$ cat config.mk
export PLATFORM = sky130hd
export DESIGN_NAME = maquina_estado_mascota
export DESIGN_NICKNAME = d
export VERILOG_FILES = /design/src/rtl/maquina_estado_mascota.sv
export SDC_FILE = /design/constraint.sdc
export NUM_CORES = 1
export LEC_CHECK = 0
export CAP_MARGIN = 15
export CORE_MARGIN = 10
export CORE_UTILIZATION = 36
export DETAILED_ROUTE_END_ITERATION = 6
export PLACE_DENSITY_LB_ADDON = 0.1
export SYNTH_ARGS = -nofsm -noshare
export SYNTH_HDL_FRONTEND = slang
export SYNTH_SLANG_ARGS = --single-unit
$ cat constraint.sdc
create_clock -name clk -period 4.25 [get_ports clk]
set_input_delay 1.0625 -clock clk [delete_from_list [all_inputs] [get_ports clk]]
set_output_delay 1.0625 -clock clk [all_outputs]
set_load 0.02 [all_outputs]
$ cat src/rtl/maquina_estado_mascota.sv
// Pet state arbiter: merges the four need levels and reaction flags into one
// registered state, runs the 1 s tick and the starvation-to-death timer.
module maquina_estado_mascota #(
  parameter int CICLOS_SEG    = 50000000,
  parameter int TIEMPO_MUERTE = 10,
  parameter int UMBRAL_BAJO   = 1
) (
  input  logic       clk,
  input  logic       reset,
  input  logic [1:0] nivel_hambre,
  input  logic [1:0] nivel_sueno,
  input  logic [1:0] nivel_diversion,
  input  logic [1:0] nivel_salud,
  input  logic [3:0] reaccion,
  input  logic       pausa,
  output logic [2:0] estado,
  output logic       activo,
  output logic       alerta,
  output logic       tick_seg
);

  typedef enum logic [2:0] {
    NEUTRAL    = 3'd0,
    FELIZ      = 3'd1,
    TRISTE     = 3'd2,
    CANSADO    = 3'd3,
    HAMBRIENTO = 3'd4,
    ENFERMO    = 3'd5,
    REACCION   = 3'd6,
    MUERTO     = 3'd7
  } estado_t;

  localparam int CW = (CICLOS_SEG > 1) ? $clog2(CICLOS_SEG) : 1;
  localparam int ZW = (TIEMPO_MUERTE > 0) ? $clog2(TIEMPO_MUERTE + 1) : 1;
  localparam logic [CW-1:0] CICLO_FIN = CW'(CICLOS_SEG - 1);
  localparam logic [ZW-1:0] CERO_FIN  = ZW'(TIEMPO_MUERTE);
  localparam logic [1:0]    UMBRAL    = 2'(UMBRAL_BAJO);

  estado_t         estado_reg, estado_next;
  logic [CW-1:0]   cnt_ciclos_reg;
  logic [ZW-1:0]   cnt_cero_reg;
  logic            cero, muerto, fin_seg, corriendo;

  assign cero      = (nivel_hambre == 2'd0) | (nivel_sueno == 2'd0) |
                     (nivel_diversion == 2'd0) | (nivel_salud == 2'd0);
  assign muerto    = (estado_reg == MUERTO);
  assign fin_seg   = (cnt_ciclos_reg == CICLO_FIN);
  // Game time only advances while not paused and the pet is alive.
  assign corriendo = ~pausa & ~muerto;
  assign estado    = estado_reg;

  always_comb begin
    estado_next = estado_reg;
    if (muerto || pausa) begin
      estado_next = estado_reg;
    end else if (cnt_cero_reg == CERO_FIN) begin
      estado_next = MUERTO;
    end else if (|reaccion) begin
      estado_next = REACCION;
    end else if (nivel_salud <= UMBRAL) begin
      estado_next = ENFERMO;
    end else if (nivel_hambre <= UMBRAL) begin
      estado_next = HAMBRIENTO;
    end else if (nivel_sueno <= UMBRAL) begin
      estado_next = CANSADO;
    end else if (nivel_diversion <= UMBRAL) begin
      estado_next = TRISTE;
    end else if ((nivel_salud == 2'd3) && (nivel_hambre == 2'd3) &&
                 (nivel_sueno == 2'd3) && (nivel_diversion == 2'd3)) begin
      estado_next = FELIZ;
    end else begin
      estado_next = NEUTRAL;
    end
  end

  always_ff @(posedge clk) begin
    if (reset) begin
      estado_reg     <= NEUTRAL;
      activo         <= 1'b1;
      alerta         <= 1'b0;
      tick_seg       <= 1'b0;
      cnt_ciclos_reg <= '0;
      cnt_cero_reg   <= '0;
    end else begin
      estado_reg <= estado_next;
      activo     <= ~pausa & (estado_next != MUERTO);
      alerta     <= cero & (estado_next != MUERTO);
      tick_seg   <= corriendo & fin_seg;
      if (corriendo) begin
        cnt_ciclos_reg <= fin_seg ? '0 : cnt_ciclos_reg + CW'(1);
        // Any healthy cycle restarts the starvation timer; it saturates at the limit.
        if (!cero) begin
          cnt_cero_reg <= '0;
        end else if (fin_seg && (cnt_cero_reg != CERO_FIN)) begin
          cnt_cero_reg <= cnt_cero_reg + ZW'(1);
        end
      end
    end
  end

endmodule

==> results of run 1 <==
worst max-delay path: cells and delay by family:
kind | cells | cell delay [ns]
AO/OA/AOI/OAI | 2 | 0.86
buffers and inverters | 1 | 0.50
AND/OR/NAND/NOR | 3 | 0.84
final cells by class:
| class | count | area [µm²] | share of cell area (%) |
|---|---|---|---|
| sequential | 36 | 721 | 33.8 |
| clock buffer | 8 | 90.1 | 4.22 |
| tap | 67 | 83.8 | 3.93 |
| inverter | 6 | 23.8 | 1.11 |
| multi-input combinational | 162 | 1010 | 47.2 |
| timing repair buffer | 21 | 208 | 9.73 |
power groups by stage:
stage / clock (mW) / combinational [mW] / sequential, mW
2_1_floorplan: 0 / 0.0203 / 0.358
3_3_place_gp: 0 / 0.0512 / 0.354
3_5_place_dp: 0 / 0.0509 / 0.354
4_1_cts: 0.261 / 0.0513 / 0.347
5_1_grt: 0.278 / 0.0554 / 0.347
6_report: 0.248 / 0.0506 / 0.347
cell families after synthesis:
family	after synthesis	share of synthesized area [%]
compound gates	25	8.84
xor+xnor	22	10.9
fa+ha+maj	3	2.12
buf+inv	9	2.26
flops	36	40.7
mux	1	0.566
simple gates	111	34.6
layout by cell type, fill, tap and decap left out, types with 3 or more instances in the layout:
master,n
a21oi_1,8
nor2_1,37
nand2_1,18
inv_1,4
and3_1,6
nand3_1,14
xor2_1,19
o21ai_1,3
ha_1,3
clkdlybuf4s50_1,20
xnor2_1,3
dfxtp_1,36
nand4_1,7
or4_1,4
clkbuf_8,6
nand3b_1,3
nor3_1,6
routing by layer:
metal	vias up	part of all wire [%]	global-route usage (%)
met3	8	3.3	3.74
met5	-	0	0
met1	661	49	13.5
li1	782	-	-
met2	17	45	14.2
met4	0	2.3	4.51
final timing paths:
check | from | to | slack, ns | depth (start not counted)
setup / recovery | pausa | cnt_ciclos_reg[1] | 1.11 | 6
hold / removal | cnt_ciclos_reg[6] | cnt_ciclos_reg[6] | 0.50 | 2
setup reg to reg | cnt_ciclos_reg[4] | cnt_ciclos_reg[1] | 1.91 | 5
hold reg to reg | cnt_ciclos_reg[6] | cnt_ciclos_reg[6] | 0.50 | 2
stage by stage:
stage | total power [mW] | util (%) | hold slack (ns) | instances | instance area, µm²
5_1_grt | 0.681 | 44.9 | 0.529 | 300 | 2130
4_1_cts | 0.659 | 44.9 | 0.499 | 300 | 2130
3_5_place_dp | 0.405 | 43.0 | 0.490 | 292 | 2040
6_report | 0.645 | 44.9 | 0.499 | 300 | 2130
3_3_place_gp | 0.406 | 43.0 | 0.490 | 292 | 2040
2_1_floorplan | 0.378 | - | 0.460 | 207 | 1770
==> summary.txt, run 1 <==
min setup slack post-route -> 1.11 ns
period utilisation layout -> 73.8%
share of the synthesized area in the top cell type -> 40.7%
Detailed Route WL -> 3950 µm
unrepaired setup endpoints after global routing -> false
number of synthesized flops with an enable pin -> 0
GRT overflow -> 0
io pins -> 21
initial DRC count -> 47
Max rail drop VDD -> 0.000153 V
clock root buffer -> clkbuf_8
TNS Setup -> 0 ns
Arrival @ worst endpoint -> 3.28 ns
antenna violations before repair -> 0
pin count of the biggest net entering global routing -> 20
Mapped Avg Cell Area -> 8.55 µm²
Critical Path Start Type -> input port
Die W -> 90.1 µm
H-tree depth -> 2
Synth-to-Final Area Change -> 20.7%
# diodes -> 0
fmax -> 319 MHz
DR vias -> 1468
leading area contributor after synthesis -> dfxtp_1
Synth cell types -> 44
MaxCap Viol Count -> 0
worst-skew pair later-pin latency -> 0.29 ns
Filler Cell Count -> 503
Slew HR -> 51.9%
worst slack at placement -> 0.786 ns
Final ANT Viol Nets -> 0
Req. time, crit path -> 4.40 ns
clock sink count -> 36
post-synth net total -> 225
post-cts hold buffer count -> 0
Logic pwr share -> 7.9%
P_sw -> 145 µW
via count of the first global-routing pass -> 1351
wire length of the first global-routing pass -> 6820 µm
core area -> 4750 µm²
Final Hold Fails -> 0
Top FF cell, synth -> dfxtp_1
CP Max Fanout -> 19
final setup fails -> 0
clock power share -> 38.4%
synth cell count leaders -> nor2_1 (37), dfxtp_1 (36), xor2_1 (19)
Clock Skews -> 0.00747 ns
sequential element share of the synthesized area -> 40.7%
setup bufs post-CTS -> 0
count leader, synth -> nor2_1
Remaining DRCs -> 0
Synth async-reset ratio -> 0%
port bufs -> 20
synth top area cells -> dfxtp_1 (41%), xor2_1 (9.4%), nor2_1 (7.9%), nand3_1 (4.0%), nand2_1 (3.8%)
Vias/cell -> 4.89
CP cell instances -> clkdlybuf4s50_1, a31o_2, or4_1, nor3_1, a21o_1, nor2_1
Flop pwr share -> 53.8%
GRT Overall Usage -> 10.2%
die area -> 8120 µm²
max incr delay on CP -> 0.54 ns
GP Congestion -> 0.807
share of layout cells above drive strength 1 -> 6.87%
crit path kind -> in2reg
first-pass detailed-route iteration total -> 4
initial core utilization -> 37.2%
Tmin final -> 3.14 ns
Slew Viols, Final -> 0
Slew @ Worst Pin -> 0.715 ns
Leakage Power -> 0.756 nW
Post-Syn Area -> 1770 µm²
Sw Share -> 22.4%
Largest register FFs -> 26
Hold Path Class -> reg2reg
pwr dens -> 302 nW/µm²
status -> complete, no violations
Ys Warns -> 0
wire per inst -> 13.2 µm
Int Pwr -> 500 µW
Bufs on Longest Clock Path -> 2
CP Capture Type -> flip-flop
Seq cells post-synth -> 36
Post-CTS Resized -> 0
nets -> 250
clock-pin slew on the worst setup and hold paths -> 0.06 ns
Slowest-stage cell, CP -> a21o_1
total CTS buffers -> 5
CTS tree -> yes
Die Y -> 90.1 µm
Site Rows -> 25
Post-DP HPWL -> 3020 µm
Syn Inst Count -> 207
(Power assumes the default switching activity.)
==> inputs of run 2 (changes only) <==
clock period = 3.2 ns   (was 4.25 ns; I/O delays follow)
==> run 2 against run 1 <==
  * Core utilization up 0.32 points
  * Clock-buffer cell count down 2
  * Total power up 29%
  * Critical path type unchanged
  * Critical endpoint is now cnt_ciclos_reg[20]
  * Largest cell class unchanged
  * Largest power group unchanged
==> summary.txt, run 2 (synthesis results as in run 1) <==
io pins -> 21 (unchanged)
Final ANT Viol Nets -> 0 (unchanged)
CP Max Fanout -> 13 (-6)
Arrival @ worst endpoint -> 2.80 ns (-0.48 ns)
first-pass detailed-route iteration total -> 4 (unchanged)
nets -> 252 (+0.80%)
core area -> 4750 µm² (unchanged)
GRT Overall Usage -> 10.1% (-0.084 points)
port bufs -> 20 (unchanged)
DR vias -> 1486 (+1.2%)
initial core utilization -> 37.2% (unchanged)
CP Capture Type -> flip-flop
Slew @ Worst Pin -> 0.644 ns (-0.0715 ns)
worst-skew pair later-pin latency -> 0.28 ns (about the same)
period utilisation layout -> 82.0%
Final Hold Fails -> 0 (unchanged)
clock-pin slew on the worst setup and hold paths -> 0.07 ns (about the same)
Slowest-stage cell, CP -> or4_1
fmax -> 381 MHz
total CTS buffers -> 5 (unchanged)
die area -> 8120 µm² (unchanged)
Die Y -> 90.1 µm (unchanged)
Slew Viols, Final -> 0 (unchanged)
via count of the first global-routing pass -> 1362 (+0.81%)
MaxCap Viol Count -> 0 (unchanged)
Remaining DRCs -> 0 (unchanged)
unrepaired setup endpoints after global routing -> false
Post-CTS Resized -> 0 (unchanged)
Post-DP HPWL -> 3100 µm (+2.8%)
Req. time, crit path -> 3.37 ns (-1.03 ns)
Bufs on Longest Clock Path -> 2 (unchanged)
Detailed Route WL -> 4040 µm (+2.1%)
GP Congestion -> 0.797 (-1.2%)
most frequent cells in the layout -> nor2_1 (37), dfxtp_1 (36), clkdlybuf4s50_1 (20), xor2_1 (19), nand2_1 (18)
# diodes -> 0 (unchanged)
CP cell instances -> clkdlybuf4s50_1, a31o_2, or4_1, nor3_1, a21o_1, buf_12, nor2_1
wire length of the first global-routing pass -> 6860 µm (+0.50%)
final setup fails -> 0 (unchanged)
antenna violations before repair -> 0 (unchanged)
CTS tree -> yes
initial DRC count -> 66 (+40%)
H-tree depth -> 2 (unchanged)
crit path kind -> in2reg
Power Total -> 833 µW (+29%)
TNS Setup -> 0 ns (unchanged)
setup bufs post-CTS -> 0 (unchanged)
Tmin final -> 2.62 ns
wire per inst -> 13.4 µm (+1.7%)
post-cts hold buffer count -> 0 (unchanged)
pwr dens -> 388 nW/µm² (+28%)
Die W -> 90.1 µm (unchanged)
status -> complete, no violations
commonest non-fill, non-tap cell in the layout -> nor2_1
Clock Skews -> 0.00631 ns (-0.00116 ns)
Largest register FFs -> 26 (unchanged)
share of layout cells above drive strength 1 -> 7.69% (+0.83 points)
pin count of the biggest net entering global routing -> 17 (-15%)
Leakage Power -> 0.766 nW (+1.3%)
Site Rows -> 25 (unchanged)
Hold Path Class -> reg2reg
Max rail drop VDD -> 0.000214 V (+40%)
max incr delay on CP -> 0.48 ns (-0.06 ns)
clock sink count -> 36 (unchanged)
GRT overflow -> 0 (unchanged)
Slew HR -> 56.7% (+4.8 points)
Vias/cell -> 4.94 (+0.89%)
worst hold margin -> 0.495 ns (-0.00388 ns)
Critical Path Start Type -> input port
clock root buffer -> clkbuf_8
Synth-to-Final Area Change -> 21.5%
run 2: path summary, 6_finish.rpt:
kind	slack (ns)	cells after the start	startpoint	endpoint
min	0.49	2	cnt_cero_reg[2]	cnt_cero_reg[2]
max	0.58	7	pausa	cnt_ciclos_reg[20]
min reg2reg	0.49	2	cnt_cero_reg[2]	cnt_cero_reg[2]
max reg2reg	1.02	6	cnt_ciclos_reg[4]	cnt_ciclos_reg[20]
run 2: power by group:
| group | internal, mW | switching [mW] | total, mW |
|---|---|---|---|
| Sequential | 0.455 | 0.00533 | 0.460 |
| Combinational | 0.0368 | 0.0337 | 0.0705 |
| Clock | 0.148 | 0.154 | 0.302 |
| Total | 0.640 | 0.193 | 0.833 |
run 2: metal layers:
layer	wire (µm)	global-route usage, %	part of all wire (%)
met4	0	2.39	0
met2	1840	15.5	46
met5	0	0	0
met1	2080	13.3	52
met3	115	3.24	2.9
run 2: area by class of cell:
cell class	instances	area, µm²
inverter	6	23.8
fill	482	2610
clock inverter	1	5.00
multi-input combinational	162	1010
timing repair buffer	23	235
tap	67	83.8
clock buffer	6	72.6
sequential	36	721
run 2: worst max-delay path: cells and delay by family:
| kind | cells | cell delay (ns) |
|---|---|---|
| AOI/OAI and AO/OA | 2 | 0.60 |
| and+or+nand+nor | 3 | 0.79 |
| buffers and inverters | 2 | 0.60 |
run 2: through the flow:
| step | instance area (µm²) | cells | util [%] | setup slack (ns) |
|---|---|---|---|---|
| global route | 2150 | 301 | 45.2 | 0.485 |
| floorplan | 1770 | 207 | - | 0.866 |
| global placement | 2070 | 294 | 43.6 | 0.324 |
| detailed placement | 2070 | 294 | 43.6 | 0.272 |
| CTS | 2150 | 301 | 45.2 | 0.568 |
| finish | 2150 | 301 | 45.2 | 0.576 |
